[src/rtl/clk_div_prog.sv]
// Runtime-programmable integer clock divider with registered near-50% output,
// period-start tick, boundary-aligned ratio changes and phase resync.
module clk_div_prog #(
   parameter int DIV_W       = 8,
   parameter int DEFAULT_DIV = 6
) (
   input  logic             clk,
   input  logic             reset,
   input  logic             enable,
   input  logic             sync,
   input  logic [DIV_W-1:0] ratio_in,
   input  logic             ratio_load,
   output logic             clk_out,
   output logic             tick,
   output logic [DIV_W-1:0] ratio_cur,
   output logic             pending,
   output logic             err
);

   typedef enum logic {
      IDLE = 1'b0,
      RUN  = 1'b1
   } state_t;

   localparam logic [DIV_W-1:0] DEF_RATIO = DIV_W'(DEFAULT_DIV);
   localparam logic [DIV_W-1:0] ONE       = DIV_W'(1);
   localparam logic [DIV_W-1:0] TWO       = DIV_W'(2);
   localparam logic [DIV_W:0]   ONE_X     = (DIV_W+1)'(1);

   state_t state_q, state_d;

   logic [DIV_W-1:0] cnt_q, cnt_d;
   logic [DIV_W-1:0] ratio_cur_q, ratio_cur_d;
   logic [DIV_W-1:0] pend_ratio_q, pend_ratio_d;
   logic             clk_out_q, clk_out_d;
   logic             tick_q, tick_d;
   logic             err_q, err_d;
   logic             pending_q, pending_d;

   logic [DIV_W:0]   half;
   logic [DIV_W:0]   cnt_nxt;
   logic             load_ok;
   logic             load_bad;
   logic             wrap;
   logic             start;
   logic             install;

   always_comb begin
      load_ok  = ratio_load && (ratio_in >= TWO);
      load_bad = ratio_load && (ratio_in < TWO);
      wrap     = (cnt_q == (ratio_cur_q - ONE));
      start    = enable && ((state_q == IDLE) || sync || wrap);
      // Idle cycles are boundaries too, so a parked divider picks up new ratios.
      install  = start || (state_q == IDLE);
      half     = ({1'b0, ratio_cur_q} + ONE_X) >> 1;
      cnt_nxt  = {1'b0, cnt_q} + ONE_X;
   end

   always_ff @(posedge clk) begin
      if (reset) begin
         state_q <= IDLE;
      end else begin
         state_q <= state_d;
      end
   end

   always_comb begin
      state_d = state_q;
      unique case (state_q)
         IDLE: if (enable)  state_d = RUN;
         RUN:  if (!enable) state_d = IDLE;
         default: state_d = IDLE;
      endcase
   end

   always_comb begin
      cnt_d        = cnt_q;
      clk_out_d    = clk_out_q;
      tick_d       = 1'b0;
      err_d        = load_bad;
      ratio_cur_d  = ratio_cur_q;
      pending_d    = pending_q;
      pend_ratio_d = pend_ratio_q;

      if (!enable) begin
         cnt_d     = '0;
         clk_out_d = 1'b0;
      end else if (start) begin
         cnt_d     = '0;
         clk_out_d = 1'b1;
         tick_d    = 1'b1;
      end else begin
         cnt_d     = cnt_nxt[DIV_W-1:0];
         clk_out_d = (cnt_nxt < half);
      end

      if (install && pending_q) begin
         ratio_cur_d = pend_ratio_q;
      end
      if (install) begin
         pending_d = 1'b0;
      end
      // A load on a boundary edge waits for the following boundary.
      if (load_ok) begin
         pending_d    = 1'b1;
         pend_ratio_d = ratio_in;
      end
   end

   always_ff @(posedge clk) begin
      if (reset) begin
         cnt_q        <= '0;
         clk_out_q    <= 1'b0;
         tick_q       <= 1'b0;
         err_q        <= 1'b0;
         pending_q    <= 1'b0;
         ratio_cur_q  <= DEF_RATIO;
         pend_ratio_q <= DEF_RATIO;
      end else begin
         cnt_q        <= cnt_d;
         clk_out_q    <= clk_out_d;
         tick_q       <= tick_d;
         err_q        <= err_d;
         pending_q    <= pending_d;
         ratio_cur_q  <= ratio_cur_d;
         pend_ratio_q <= pend_ratio_d;
      end
   end

   assign clk_out   = clk_out_q;
   assign tick      = tick_q;
   assign ratio_cur = ratio_cur_q;
   assign pending   = pending_q;
   assign err       = err_q;

endmodule

[config.mk]
export PLATFORM = sky130hd
export DESIGN_NAME = clk_div_prog
export DESIGN_NICKNAME = d
export VERILOG_FILES = /design/src/rtl/clk_div_prog.sv
export SDC_FILE = /design/constraint.sdc
export NUM_CORES = 1
export LEC_CHECK = 0
export CORE_MARGIN = 1
export CORE_UTILIZATION = 45
export CTS_BUF_LIST = sky130_fd_sc_hd__clkbuf_4
export CTS_CLUSTER_DIAMETER = 200
export DETAILED_ROUTE_END_ITERATION = 8
export DONT_BUFFER_PORTS = 1
export SYNTH_ARGS = -nofsm -noshare
export SYNTH_HDL_FRONTEND = slang
export SYNTH_SLANG_ARGS = --single-unit
[constraint.sdc]
create_clock -name clk -period 3.5 [get_ports clk]
set_input_delay 0.35 -clock clk [delete_from_list [all_inputs] [get_ports clk]]
set_output_delay 0.35 -clock clk [all_outputs]
set_load 0.005 [all_outputs]
==> flow_metrics.py, run 1 <==
metrics = {
    "die": {
        "initial_core_util_pct": 48.48,
        "die_x_um": 63.13,
        "rows": 21,
        "io_pins": 25,
        "dieArea_um2": 3985,
        "die_y_um": 63.13,
        "core-area_um2": 3468,
    },
    "power": {
        "p_sw_share_pct": 26.35,
        "p_int_uw": 439.7,
        "ir_drop_uv": 158.2,
        "fin_total_pwr_uw": 597.1,
        "p_leak_nw": 0.6978,
        "power_density_nw_per_um2": 339.4,
        "combPwrFrac_pct": 7.4,
        "power_frac_seq_pct": 59.0,
        "clock_power_share_pct": 33.6,
        "switchingPower_uw": 157.3,
    },
    "clock_tree": {
        "insertion_delay_ns": 0.33,
        "clockBufferDepth": 2,
        "postCtsSetupRepairBufs": 0,
        "cts.sinks": 29,
        "cts.clk_slew.worst_paths_ns": 0.10,
        "tritoncts": "built",
        "ctsHoldBuffers": 0,
        "ctsResizeCount": 0,
        "clockRootBuffer": "clkbuf_4",
        "numCtsBuffers": 5,
        "htreeDepth": 2,
    },
    "timing": {
        "min_period_ns": 2.294,
        "maxSlewViolCount": 0,
        "finalWorstSetupSlack_ns": 1.206,
        "finalCritPeriodShare_pct": 65.54,
        "rsz0062_at_grt": "false",
        "tightest_slew_ns": 0.4661,
        "hold_violations": 0,
        "tns_ns": 0,
        "whs_ns": 0.07939,
        "finalClockSkew_ns": 0.006904,
        "timing.fmax_mhz": 435.9,
        "setup-violations-final": 0,
        "relSlewSlack_pct": 68.88,
    },
    "detailed_routing": {
        "wl_per_cell_um": 13.69,
        "drt_iter0_drc": 59,
        "drt-total-wl_um": 3231,
        "dr.pass1.iters": 4,
        "viasPerCell": 5.326,
        "routed.top_layer": "met4",
        "dr_wl_met2_um": 1555,
        "vias": 1257,
        "ant_nets": 0,
        "drc": 0,
        "wirelength_met1_um": 1444,
        "dr_wl_met3_um": 147,
    },
    "logic_synthesis": {
        "syn_area_per_cell_um2": 8.851,
        "syn_nets": 213,
        "syn_inst": 190,
        "yosysSeqAreaShare_pct": 34.52,
        "synth_area_leaders": "dfxtp_1 35%, ha_1 7.4%, xnor2_1 5.7%",
        "yosysTopAreaCell": "dfxtp_1",
        "syn-cell-area_um2": 1682,
        "yosysWarnings": 0,
        "synth_cell_types": 42,
        "synth_top_area_share_pct": 34.52,
        "synth_seq_cells": 29,
    },
    "hold_path": {
        "min_from": "reset",
        "min_path_cells": 1,
        "min_delay_worst_endpoint": "pend_ratio_q[4]",
        "hold_class": "primary input to register",
    },
    "critical_path": {
        "reg2regPathDepth": 8,
        "cp_max_fo": 9,
        "rr_endpoint": "ratio_cur[4]",
        "start_kind": "register",
        "regToRegSetupSlack_ns": 1.21,
        "required_ns": 3.72,
        "criticalPathCategory": "register to register",
        "reg2reg_from": "ratio_cur[0]",
        "end_kind": "register",
        "arrival_ns": 2.52,
    },
    "cells_and_area": {
        "mostFrequentLayoutCells": "29 x dfxtp_1, 17 x nand2_1, 16 x nor2_1",
        "final_cell_area_um2": 1759,
        "drive_gt1_share_pct": 7.368,
        "final_common_cell": "dfxtp_1",
        "antenna_cells": 0,
        "regArea_um2": 580.6,
        "nFillCells": 349,
        "area_delta_synth_final_pct": 4.613,
        "final_nets": 212,
        "multiInputGateArea_um2": 1051,
    },
    "flow_run": {
        "cap_violations": 0,
    },
    "global_route": {
        "gr-usage-all-layers_pct": 18.98,
        "grt_overflow_total": 0,
        "antenna_found_initial": 0,
        "grt_max_degree": 28,
        "grt_pass1_wl_um": 5865,
        "grt_pass1_vias": 1288,
    },
    "place": {
        "place_congestion": 0.8206,
        "portBuffers": 0,
        "dpl-instance-area_um2": 1704,
        "pre_cts_slack_ns": 1.220,
        "place_hpwl_um": 2501,
    },
    "status": {
        "outcome": "completed",
    },
}
-- metal layers --
layer | GRT usage [%] | vias up
met5 | 0 | -
met4 | 8.430 | 0
met3 | 5.435 | 10
met2 | 30.11 | 23
met1 | 23.66 | 572
li1 | - | 652
-- area by class of cell --
type,instances,share of cell area [%]
multi-input combinational,149,59.74
clock buffer,5,2.134
clock inverter,3,0.9957
sequential,29,33.00
tap,46,3.272
inverter,4,0.8535
-- power groups by stage --
| stage | Clock (mW) | Sequential [mW] | Combinational (mW) |
|---|---|---|---|
| floorplan | 0 | 0.355 | 0.0456 |
| global placement | 0 | 0.360 | 0.0437 |
| detailed placement | 0 | 0.360 | 0.0448 |
| CTS | 0.206 | 0.353 | 0.0450 |
| global route | 0.226 | 0.355 | 0.0499 |
| finish | 0.200 | 0.352 | 0.0442 |
-- flip-flops by register name (all words and copies together) (netlist names) --
register      cells
cnt_q             8
pend_ratio_q      8
ratio_cur         8
clk_out           1
err               1
pending           1
state_q           1
tick              1
-- critical path, cell delays in order (launching register included) --
cell     delay [ns]
dfxtp_1        0.55
inv_1          0.11
ha_1           0.27
and2_1         0.20
o21a_1         0.18
o31ai_1        0.27
a21o_2         0.21
nand4_4        0.21
mux2i_1        0.18
-- logic make-up after synthesis --
| kind of cell | after synthesis | synth area share (%) |
|---|---|---|
| buf+inv | 12 | 2.976 |
| flops | 29 | 34.52 |
| fa+ha+maj | 10 | 7.440 |
| mux | 9 | 5.357 |
| xor+xnor | 21 | 10.94 |
| compound gates | 25 | 11.38 |
| simple gates | 84 | 27.38 |
-- how the worst max path moves through the flow --
stage / start / to / slack [ns] / depth (start not counted)
floorplan: ratio_cur[0] / ratio_cur[0] / 1.45 / 9
global placement: ratio_cur[0] / ratio_cur[6] / 1.28 / 8
detailed placement: ratio_cur[0] / ratio_cur[4] / 1.22 / 8
CTS: ratio_cur[0] / ratio_cur[4] / 1.20 / 8
global route: ratio_cur[0] / cnt_q[4] / 0.99 / 8
finish: ratio_cur[0] / ratio_cur[4] / 1.21 / 8
-- cell usage after synthesis --
cell,n
nor3_2,1
xor2_1,10
a31o_1,1
a21o_2,1
dfxtp_1,29
nand3b_1,2
nor3b_1,1
inv_1,4
a21oi_1,7
nor2b_1,8
nand4_1,1
o211ai_1,2
o31ai_1,1
o22ai_1,1
nand2b_1,15
a211o_1,1
a221o_1,1
mux2i_1,9
a41oi_1,1
o21ai_1,1
a211oi_1,2
nor4_2,1
or2_2,1
or4_1,2
a22oi_1,1
and2_1,1
a21o_1,2
o21ai_0,1
nand4_4,1
buf_2,4
nor3_1,3
nand2_1,17
nor2_1,16
nand3_1,10
nand4b_1,1
o21a_1,1
or3_1,1
clkbuf_1,4
and3_1,2
ha_1,10
xnor2_1,11
a2111oi_4,1
-- through the flow --
step	util (%)	instances
4_1_cts	50.72	236
2_1_floorplan	-	190
3_3_place_gp	49.13	228
5_1_grt	50.72	236
3_5_place_dp	49.13	228
6_report	50.72	236
(Power assumes the default switching activity.)
==> run 2, diff against run 1 <==
==> constraint.sdc (replaced) <==
create_clock -name clk -period 1.9 [get_ports clk]
set_input_delay 0.19 -clock clk [delete_from_list [all_inputs] [get_ports clk]]
set_output_delay 0.19 -clock clk [all_outputs]
set_load 0.005 [all_outputs]
==> flow_metrics.py, run 2 (synthesis gave the netlist of run 1 again) <==
metrics = {
    "power": {
        "p_leak_nw": 0.9068,
        "power_density_nw_per_um2": 515.6,
        "ir_drop_uv": 398.8,
        "fin_total_pwr_mw": 1.162,
    },
    "critical_path": {
        "critPathMaxStageDelay_ns": 0.41,
        "start_kind": "register",
        "cp_max_fo": 8,
        "required_ns": 2.16,
        "arrival_ns": 2.17,
        "crit_slowest_cell": "or3_4",
        "crit_chain": "buf_4 -> nor3_4 -> xnor2_1 -> o22ai_1 -> or3_4 -> nand4_4 -> mux2i_1",
        "end_kind": "register",
        "criticalPathCategory": "register to register",
    },
    "die": {
        "initial_core_util_pct": 48.48,
        "core-area_um2": 3468,
        "io_pins": 25,
        "die_y_um": 63.13,
        "dieArea_um2": 3985,
        "rows": 21,
        "die_x_um": 63.13,
    },
    "cells_and_area": {
        "mostFrequentLayoutCells": "23 x buf_4, 21 x dfxtp_1, 16 x nand2_1",
        "post-route-util_pct": 65.01,
        "final_nets": 252,
        "final_cell_area_um2": 2255,
        "antenna_cells": 0,
        "drive_gt1_share_pct": 30.00,
        "final_common_cell": "buf_4",
        "area_delta_synth_final_pct": 34.08,
        "layout.cells.non_filler": 276,
    },
    "detailed_routing": {
        "dr.pass1.iters": 4,
        "drc": 0,
        "drt_iter0_drc": 41,
        "wl_per_cell_um": 14.10,
        "drt-total-wl_um": 3892,
        "ant_nets": 0,
        "viasPerCell": 5.217,
        "vias": 1440,
    },
    "timing": {
        "relSlewSlack_pct": 76.01,
        "finalClockSkew_ns": 0.01048,
        "min_period_ns": 1.908,
        "setup-violations-final": 2,
        "tns_ns": -0.01110,
        "whs_ns": 0.01705,
        "finalCritPeriodShare_pct": 100.4,
        "maxSlewViolCount": 0,
        "hold_violations": 0,
        "tightest_slew_ns": 0.3587,
        "rsz0062_at_grt": "true",
        "finalWorstSetupSlack_ns": -0.008195,
        "timing.fmax_mhz": 524.1,
    },
    "place": {
        "dp_cells": 252,
        "pre_cts_slack_ns": -0.1097,
        "place_congestion": 0.8185,
        "dpl-instance-area_um2": 1894,
        "portBuffers": 0,
        "place_hpwl_um": 2847,
    },
    "clock_tree": {
        "htreeDepth": 2,
        "tritoncts": "built",
        "insertion_delay_ns": 0.34,
        "numCtsBuffers": 5,
        "cts.sinks": 29,
        "cts.clk_slew.worst_paths_ns": 0.10,
        "clockRootBuffer": "clkbuf_4",
        "clockBufferDepth": 2,
    },
    "global_route": {
        "grt_max_degree": 18,
        "grt_overflow_total": 0,
        "antenna_found_initial": 0,
        "grt_pass1_wl_um": 6555,
        "gr-usage-all-layers_pct": 21.61,
        "grt_pass1_vias": 1473,
    },
    "flow_run": {
        "cap_violations": 0,
    },
    "status": {
        "violations": "setup timing",
        "outcome": "finished with violations",
    },
    "hold_path": {
        "hold_class": "primary input to register",
    },
}
-- run 2: final timing paths --
kind,startpoint,endpoint,slack [ns],depth (start not counted)
max,ratio_cur[0],ratio_cur[1],-0.008,7
min,reset,ratio_cur[3],0.02,2
min reg2reg,pend_ratio_q[5],pend_ratio_q[5],0.47,2
max reg2reg,ratio_cur[0],ratio_cur[1],-0.008,7
-- run 2: worst max-delay path, delay by kind of cell (launching register included) --
family | cells | cell delay [ns]
compound gates | 1 | 0.11
xor+xnor | 1 | 0.15
buf+inv | 1 | 0.17
flops | 1 | 0.36
mux | 1 | 0.21
simple gates | 3 | 0.83
-- run 2: per-layer routing --
metal / vias to the layer above / part of all wire (%) / GRT usage (%)
met2: 34 / 52 / 37.90
met4: 0 / 2.2 / 9.884
met1: 660 / 41 / 23.51
met3: 12 / 4.2 / 6.703
met5: - / 0 / 0
li1: 734 / - / -
-- run 2: layout make-up --
| class | count | area (um^2) |
|---|---|---|
| fillers | 324 | 1214 |
| multi-input cells | 149 | 1179 |
| flip-flops and latches | 29 | 595.6 |
| repair buffers | 40 | 350.3 |
| well taps | 46 | 57.56 |
| clock buffers | 5 | 37.54 |
| clock inverters | 3 | 17.52 |
| inverters | 4 | 17.52 |
-- run 2: report_power, final --
part / switching [mW] / internal (mW) / leakage (nW)
logic: 0.0630 / 0.0791 / 0.636
clock network: 0.240 / 0.139 / 0.0310
registers: 0.0149 / 0.626 / 0.239
total: 0.318 / 0.844 / 0.907
-- run 2: what timing repair did --
item / CTS / global route
gates cloned: 0 / 0
pin swaps: 13 / 6
hold buffers: 12 / 2
hold endpoints to repair: 11 / 2
setup buffers: 1 / 1
setup endpoints to repair: 17 / 18
resized for setup: 30 / 9
